`src/rtl/uart_hex_tx.sv`:
```
// uart_hex_tx
// Formats a binary word as uppercase ASCII hex (MSB nibble first), optionally
// followed by CR LF, and feeds it byte by byte to an 8-bit UART transmitter
// through its data/start/busy handshake.
//
// Parameters
//   NIBBLES  hex digits per word (1..8); din is 4*NIBBLES bits wide
//   CRLF     1: append 0x0D 0x0A after the digits, 0: digits only
//
// Ports
//   clk       system clock
//   rst       asynchronous, active-low reset
//   din       word to send, sampled only when a request is accepted
//   valid     request; accepted on a rising clk edge while ready=1
//   ready     high only while idle
//   tx_data   byte presented to the transmitter
//   tx_start  single-cycle start strobe to the transmitter
//   tx_busy   transmitter busy flag
//   done      one-cycle pulse when the last byte's frame has completed
module uart_hex_tx #(
  parameter int NIBBLES = 8,
  parameter int CRLF    = 1
) (
  input  logic                 clk,
  input  logic                 rst,
  input  logic [4*NIBBLES-1:0] din,
  input  logic                 valid,
  output logic                 ready,
  output logic [7:0]           tx_data,
  output logic                 tx_start,
  input  logic                 tx_busy,
  output logic                 done
);

  localparam int         W        = 4 * NIBBLES;
  // Index of the final character of a word (last digit, or LF when CRLF=1).
  localparam logic [3:0] LAST_IDX = 4'(NIBBLES - 1 + 2 * CRLF);
  // Index of the CR character; only reached when CRLF=1.
  localparam logic [3:0] CR_IDX   = 4'(NIBBLES);

  typedef enum logic [1:0] {
    S_IDLE    = 2'd0,
    S_LOAD    = 2'd1,
    S_WAIT_HI = 2'd2,
    S_WAIT_LO = 2'd3
  } state_e;

  state_e       state_q, state_d;
  // Holds the digits not yet presented, left-aligned: the next digit is
  // always the top nibble, so the word shifts left by one nibble per digit.
  logic [W-1:0] word_q,  word_d;
  logic [3:0]   idx_q,   idx_d;
  logic [7:0]   data_q,  data_d;
  logic [3:0]   next_idx_s;

  // Map a nibble to its uppercase ASCII hex character.
  function automatic logic [7:0] hex_ascii(input logic [3:0] n);
    logic [7:0] c;
    if (n < 4'd10) begin
      c = 8'h30 + {4'h0, n};
    end else begin
      c = 8'h37 + {4'h0, n};
    end
    return c;
  endfunction

  assign tx_data = data_q;

  // Next-state, next-character and handshake outputs.
  always_comb begin
    state_d    = state_q;
    word_d     = word_q;
    idx_d      = idx_q;
    data_d     = data_q;
    ready      = 1'b0;
    tx_start   = 1'b0;
    done       = 1'b0;
    next_idx_s = idx_q + 4'd1;

    case (state_q)
      S_IDLE: begin
        ready = 1'b1;
        if (valid) begin
          // The first digit is presented straight from din; the register
          // keeps only the digits still to come.
          data_d  = hex_ascii(din[W-1 -: 4]);
          word_d  = din << 3'd4;
          idx_d   = 4'd0;
          state_d = S_LOAD;
        end else begin
          state_d = S_IDLE;
        end
      end

      S_LOAD: begin
        // A busy transmitter here is finishing a frame we did not start
        // (e.g. one begun before a reset), so hold off until it is free.
        if (!tx_busy) begin
          tx_start = 1'b1;
          state_d  = S_WAIT_HI;
        end else begin
          state_d  = S_LOAD;
        end
      end

      S_WAIT_HI: begin
        if (tx_busy) begin
          state_d = S_WAIT_LO;
        end else begin
          state_d = S_WAIT_HI;
        end
      end

      S_WAIT_LO: begin
        if (!tx_busy) begin
          if (idx_q == LAST_IDX) begin
            done    = 1'b1;
            state_d = S_IDLE;
          end else begin
            idx_d   = next_idx_s;
            state_d = S_LOAD;
            if (next_idx_s < CR_IDX) begin
              data_d = hex_ascii(word_q[W-1 -: 4]);
              word_d = word_q << 3'd4;
            end else if (next_idx_s == CR_IDX) begin
              data_d = 8'h0D;
            end else begin
              data_d = 8'h0A;
            end
          end
        end else begin
          state_d = S_WAIT_LO;
        end
      end

      default: begin
        state_d = S_IDLE;
      end
    endcase
  end

  // State, character index, remaining digits and presented byte.
  always_ff @(posedge clk or negedge rst) begin
    if (!rst) begin
      state_q <= S_IDLE;
      word_q  <= '0;
      idx_q   <= 4'd0;
      data_q  <= 8'h00;
    end else begin
      state_q <= state_d;
      word_q  <= word_d;
      idx_q   <= idx_d;
      data_q  <= data_d;
    end
  end

endmodule

```
`config.mk`:
```
export PLATFORM = sky130hd
export DESIGN_NAME = uart_hex_tx
export DESIGN_NICKNAME = d
export VERILOG_FILES = /design/src/rtl/uart_hex_tx.sv
export SDC_FILE = /design/constraint.sdc
export NUM_CORES = 1
export LEC_CHECK = 0
export BUFFER_PORTS_ARGS = -buffer_cell sky130_fd_sc_hd__buf_2
export CAP_MARGIN = 0
export CORE_ASPECT_RATIO = 1.4
export CORE_MARGIN = 5
export CORE_UTILIZATION = 55
export DETAILED_ROUTE_END_ITERATION = 8
export PLACE_DENSITY_LB_ADDON = 0.08
export SETUP_SLACK_MARGIN = 0.3
export SYNTH_ARGS = -nofsm -noshare
export SYNTH_HDL_FRONTEND = slang
export SYNTH_SLANG_ARGS = --single-unit
export TNS_END_PERCENT = 50
```
`constraint.sdc`:
```
create_clock -name clk -period 2.18 [get_ports clk]
set_input_delay 0.218 -clock clk [delete_from_list [all_inputs] [get_ports clk]]
set_output_delay 0.218 -clock clk [all_outputs]
set_load 0.05 [all_outputs]
```
==> metrics.md, run 1 <==
| Metric | Value |
|---|---|
| Area grow syn2layout | `13.9%` |
| Vias in the first global route | `1,819` |
| Die Width | `65.5 µm` |
| Placed cell count | `319` |
| Final non-filler cell total | `327` |
| Clock Latency Late Sink | `0.29 ns` |
| Tmin final | `1.80 ns` |
| Post-synthesis sequential area ratio | `43.2%` |
| Routability cong. | `0.781` |
| Clk slew on worst S/H paths | `0.08 ns` |
| Total power | `3.92 mW` |
| First-pass GRT wire length | `8.05 mm` |
| Worst VDD drop | `0.636 mV` |
| Detail Route Antenna Nets | `0` |
| Fin worst setup slack | `0.382 ns` |
| Measured slew at the worst slew-check pin | `0.892 ns` |
| Final net count | `321` |
| Yosys warns | `0` |
| Cts hold-fix bufs | `0` |
| Clock buffer depth | `2` |
| Drt pass-1 iters | `6` |
| WS Path Type | `flip-flop to flip-flop` |
| Clock skew | `0.0110 ns` |
| GRT Total Usage | `18.4%` |
| Routed WL | `4.75 mm` |
| Die Ht | `87.7 µm` |
| Max Cap Violations | `0` |
| CTS tree | `done` |
| Period Utilization, post-route | `82.5%` |
| Tightest Hold Check Type | `input port to async pin` |
| Vias/cell | `5.36` |
| Starting Density | `56.5%` |
| Area leader, netlist | `dfrtp_1` |
| RSZ-0062 raised after global routing | `no` |
| Leakage power | `1.39 nW` |
| CTS buffer count | `5` |
| Crit-path cells | `ha_1 -> nand3b_4 -> nand2_4 -> o21ai_4 -> buf_6 -> mux2_2` |
| Hpwl dp | `3.50 mm` |
| Post-Synthesis Cells | `236` |
| Starting DRC count in detailed routing | `76` |
| Post-layout util | `64.3%` |
| FF+latch area | `0.00103 mm²` |
| Endpoints failing setup | `0` |
| Num ports | `47` |
| Clock sinks | `41` |
| Outcome | `finished clean` |
| DP Area | `0.00262 mm²` |
| # diodes | `0` |
| Clk Tree Root Cell | `clkbuf_8` |
| Multi-input logic area | `0.00124 mm²` |
| Final-report hold violation count | `0` |
| Top-area cell type share of the netlist area | `43.2%` |
| Slowest cell on crit path | `dfrtp_2` |
| Core area | `0.00420 mm²` |
| Area contributors post-synth | `dfrtp_1 43%, nand2_1 12%, mux2_4 11%` |
| Hold Slack | `0.0386 ns` |
| Final setup TNS | `0 ns` |
| Synth cell types | `43` |
| CP Capture Type | `flip-flop` |
| DRC | `0` |
| Synthesized area | `0.00237 mm²` |
| Relative slew margins | `40.5%` |
| Final Cell Area | `0.00270 mm²` |
| Mapped Nets | `276` |
| Max-slew violations | `0` |
| EDFF count, synth | `0` |
| Initial antenna violation count | `0` |
| Worst path required time | `2.35 ns` |
| CP peak stage delay | `0.46 ns` |
| Max Clk Rate | `556 MHz` |
| Placement Setup Slack | `0.289 ns` |
| H-tree depth | `2` |
| Critical path launch point type | `flip-flop` |
| Pin count of the biggest net entering global routing | `42` |
| Reg-to-reg setup timing slack | `0.38 ns` |
| Die area | `0.00575 mm²` |
| Filler cells | `382` |
| Max FO, Critical Path | `17` |
| Wire per inst | `14.5 µm` |
| Via count | `1,753` |
| Ys flop type | `dfrtp_1` |
| Port bufs | `45` |
| # rows | `28` |
| Overflow after GRT | `0` |
| Ys async rst share | `100%` |
| Pwr dens | `1450 mW/mm²` |
| Syn avg cell area | `10.1 µm²` |
| Layout cells sized above 1 | `33.7%` |
| WP data arrival | `1.97 ns` |
| Synthesis-stage register bit count | `41` |
-- layout make-up --
| cell class | instances | share of cell area (%) |
|---|---|---|
| Clock buffer | 8 | 2.96 |
| Inverter | 7 | 0.972 |
| Multi-Input combinational cell | 176 | 46.0 |
| Sequential cell | 41 | 38.0 |
| Tap cell | 45 | 2.08 |
| Timing Repair Buffer | 50 | 9.95 |
-- worst max-delay path, delay by kind of cell (launching register included) --
kind	cells	cell delay, ns
AO/OA/AOI/OAI	1	0.16
adder cells (fa/ha/maj)	1	0.24
buffers and inverters	1	0.24
flip-flops	1	0.46
multiplexers	1	0.36
AND/OR/NAND/NOR	2	0.20
-- state kept, by name (all words and copies together) (netlist names) --
name     cells
idx_q        4
state_q      2
word_q      28
tx_data      7
-- where the power goes --
part	total (mW)	switching (mW)	internal, mW
clock network	0.475	0.247	0.228
registers	1.42	0.288	1.13
logic	2.02	1.08	0.938
total	3.92	1.62	2.30
-- cell usage in the layout, fill, tap and decap left out, types with 3 or more instances in the layout --
cell        n
inv_1       7
mux2_2      6
mux2i_1     5
clkbuf_8    5
dfrtp_1    39
nor3_1      3
a22o_1      7
o21ai_0     6
nand2_1    78
o211ai_1    4
a2bb2oi_1   3
ha_1        4
a21oi_1    10
nand3_1     3
clkbuf_1    3
buf_2      44
mux2_4     17
buf_4       4
-- kinds of logic (layout without fill, tap and decap cells) --
logic type | Yosys count | after routing | synth area share, %
AO/OA/AOI/OAI | 40 | 40 | 12.2
XOR/XNOR | 4 | 4 | 2.27
adder cells (fa/ha/maj) | 4 | 4 | 2.11
buffers and inverters | 19 | 65 | 4.90
flip-flops | 41 | 41 | 43.2
multiplexers | 28 | 28 | 15.7
other | 1 | 1 | 0.158
AND/OR/NAND/NOR | 99 | 99 | 19.5
-- metal layers --
layer | global-route usage, % | wire [µm] | up-vias
met3 | 4.49 | 186 | 7
met1 | 21.6 | 2060 | 815
met2 | 31.9 | 2410 | 43
met5 | 0 | 0 | -
li1 | - | - | 888
met4 | 7.92 | 100 | 0
-- cell usage after synthesis (2+ instances only) --
master and instances:
nand2_1 78, dfrtp_1 41, mux2_4 17, a21oi_1 10, a22o_1 7, inv_1 7, mux2_2 6, o21ai_0 6
mux2i_1 5, buf_2 4, ha_1 4, nor3_1 4, o211ai_1 4, a2bb2oi_1 3, nand3_1 3, a31o_2 2
and2_2 2, buf_1 2, buf_12 2, buf_4 2, clkbuf_1 2, nand2b_1 2, nor2_1 2, xnor2_1 2
-- repair_timing --
action	in CTS	in global routing
pin swaps	0	0
setup endpoints to repair	4	17
buffers inserted	0	0
resized for setup	1	3
-- final timing paths --
check,start,end,cells past startpoint
max,idx_q[0]$_DFFE_PN0P_,word_q[8]$_DFFE_PN0P_,6
min,rst,idx_q[3]$_DFFE_PN0P_,1
max reg2reg,idx_q[0]$_DFFE_PN0P_,word_q[8]$_DFFE_PN0P_,6
min reg2reg,tx_data[4]$_DFFE_PN0P_,tx_data[4]$_DFFE_PN0P_,2
max in group asynchronous,rst,idx_q[1]$_DFFE_PN0P_,1
min in group clk,din[1],word_q[5]$_DFFE_PN0P_,2
Note: power is estimated with default switching activity, not from simulation.
==> inputs of run 2 (changes only) <==
CORE_UTILIZATION = 50   (was 55)
clock period = 1.5 ns   (was 2.18 ns; I/O delays follow)
==> run 2 against run 1 <==
Effect of this change: the run now ends with negative setup slack left; first-iteration DRC count shrank 6.6%; register-to-register slack lost 0.52 ns; clock-buffer cell count shrank 3; final area grew 19%; setup slack lost 0.52 ns; clock skew shrank 0.0047 ns; maximum frequency grew 9.9%; global-route usage grew 0.47 points; clock power grew 40%; largest power group unchanged.
==> metrics.md, run 2 (synthesis results as in run 1) <==
| Metric | Value |
|---|---|
| Outcome | `complete, but fails checks` |
| Failing checks | `negative setup slack` |
| H-tree depth | `2` |
| Die area | `0.00624 mm²` |
| # rows | `29` |
| Period Utilization, post-route | `109%` |
| Worst r2r src | `idx_q[0]$_DFFE_PN0P_` |
| Multi-input logic area | `0.00135 mm²` |
| Wire per inst | `14.0 µm` |
| Leakage power | `1.65 nW` |
| Clock Latency Late Sink | `0.29 ns` |
| CTS tree | `done` |
| Crit path launch | `idx_q[0]$_DFFE_PN0P_` |
| Clock sinks | `41` |
| Clock skew | `0.00634 ns` |
| # diodes | `0` |
| Via count | `1,891` |
| Final non-filler cell total | `380` |
| Tightest Hold Check Type | `input port to flip-flop` |
| Vias in the first global route | `2,053` |
| Filler cells | `352` |
| Vias/cell | `4.98` |
| Core area | `0.00457 mm²` |
| Routed WL | `5.33 mm` |
| DRC | `0` |
| Final-report hold violation count | `0` |
| GRT Total Usage | `18.9%` |
| Pin count of the biggest net entering global routing | `42` |
| Num ports | `47` |
| Pwr dens | `2010 mW/mm²` |
| Worst path required time | `1.67 ns` |
| Placement Setup Slack | `-0.137 ns` |
| Placed cell count | `367` |
| Biggest register | `word_q` |
| Clock buffer depth | `2` |
| Worst VDD drop | `0.980 mV` |
| Drt pass-1 iters | `4` |
| Clk slew on worst S/H paths | `0.07 ns` |
| Die Ht | `91.5 µm` |
| Largest register FFs | `28` |
| Most common cell after layout, fill and taps aside | `nand2_1` |
| Area grow syn2layout | `35.7%` |
| Endpoints failing setup | `36` |
| Routability cong. | `0.789` |
| Max Cap Violations | `0` |
| Most frequent cells in the layout | `76 x nand2_1, 42 x buf_2, 39 x dfrtp_1` |
| Initial antenna violation count | `0` |
| WS Path Type | `flip-flop to flip-flop` |
| Final net count | `359` |
| Layout cells sized above 1 | `45.0%` |
| Overflow after GRT | `0` |
| CTS buffer count | `5` |
| HP Start | `din[3]` |
| Final setup TNS | `-3.22 ns` |
| Post-layout util | `70.4%` |
| Starting Density | `51.9%` |
| Die Width | `68.2 µm` |
| Fin worst setup slack | `-0.136 ns` |
| CP Capture Type | `flip-flop` |
| Hold Slack | `0.0948 ns` |
| Tmin final | `1.64 ns` |
| Reg-to-reg setup timing slack | `-0.14 ns` |
| WP data arrival | `1.81 ns` |
| Max FO, Critical Path | `12` |
| Clk Tree Root Cell | `clkbuf_8` |
| Starting DRC count in detailed routing | `71` |
| Critical path launch point type | `flip-flop` |
| First-pass GRT wire length | `9.20 mm` |
| Max Clk Rate | `611 MHz` |
| Port bufs | `45` |
| RSZ-0062 raised after global routing | `yes` |
| FF+latch area | `0.00103 mm²` |
| Detail Route Antenna Nets | `0` |
| Hpwl dp | `3.82 mm` |
| Max-slew violations | `0` |
-- run 2: worst paths after layout --
check                                         end  depth (start not counted)
max in group asynchronous  word_q[20]$_DFFE_PN0P_                          3
hold reg to reg            tx_data[1]$_DFFE_PN0P_                          2
setup / recovery           word_q[11]$_DFFE_PN0P_                          6
hold / removal              word_q[7]$_DFFE_PN0P_                          2
min in group asynchronous  tx_data[6]$_DFFE_PN0P_                          3
setup reg to reg           word_q[11]$_DFFE_PN0P_                          6
-- run 2: per-layer routing --
metal,GRT usage (%),wire (µm),vias to the layer above
met1,22.9,2220,879
li1,-,-,966
met5,0,0,-
met3,3.33,249,5
met2,32.7,2780,41
met4,6.47,77,0
-- run 2: critical path, stage by stage, from the launching register on --
cell and delay (ns):
dfrtp_2 0.45, ha_4 0.18, nand3b_4 0.10, nand2_4 0.06, o21ai_4 0.21, buf_12 0.18, mux2_2 0.33
-- run 2: final cells by class --
class / instances / share of cell area (%)
multi-input cells: 176 / 41.8
flip-flops and latches: 41 / 31.9
repair buffers: 88 / 20.7
well taps: 62 / 2.41
clock buffers: 5 / 2.14
inverters: 7 / 0.816
clock inverters: 1 / 0.155
-- run 2: timing repair --
action                                  CTS  global route
endpoints found under the setup margin   43            43
setup buffers                             6             0
pin swaps                                11             6
resized for setup                        32             8
hold endpoints to repair                 41             0
hold buffers                              1             0
-- run 2: stage by stage --
step | area, µm² | total power [mW]
after global placement | 2930 | 5.46
after global routing | 3220 | 6.95
after detailed placement | 2930 | 5.53
after floorplan | 2400 | 4.51
final | 3220 | 6.49
after CTS | 3190 | 6.47
-- run 2: report_power, final --
group,switching (mW),leakage [nW],internal [mW]
clock,0.357,0.0399,0.306
sequential,0.373,0.499,1.64
combinational,1.84,1.11,1.97
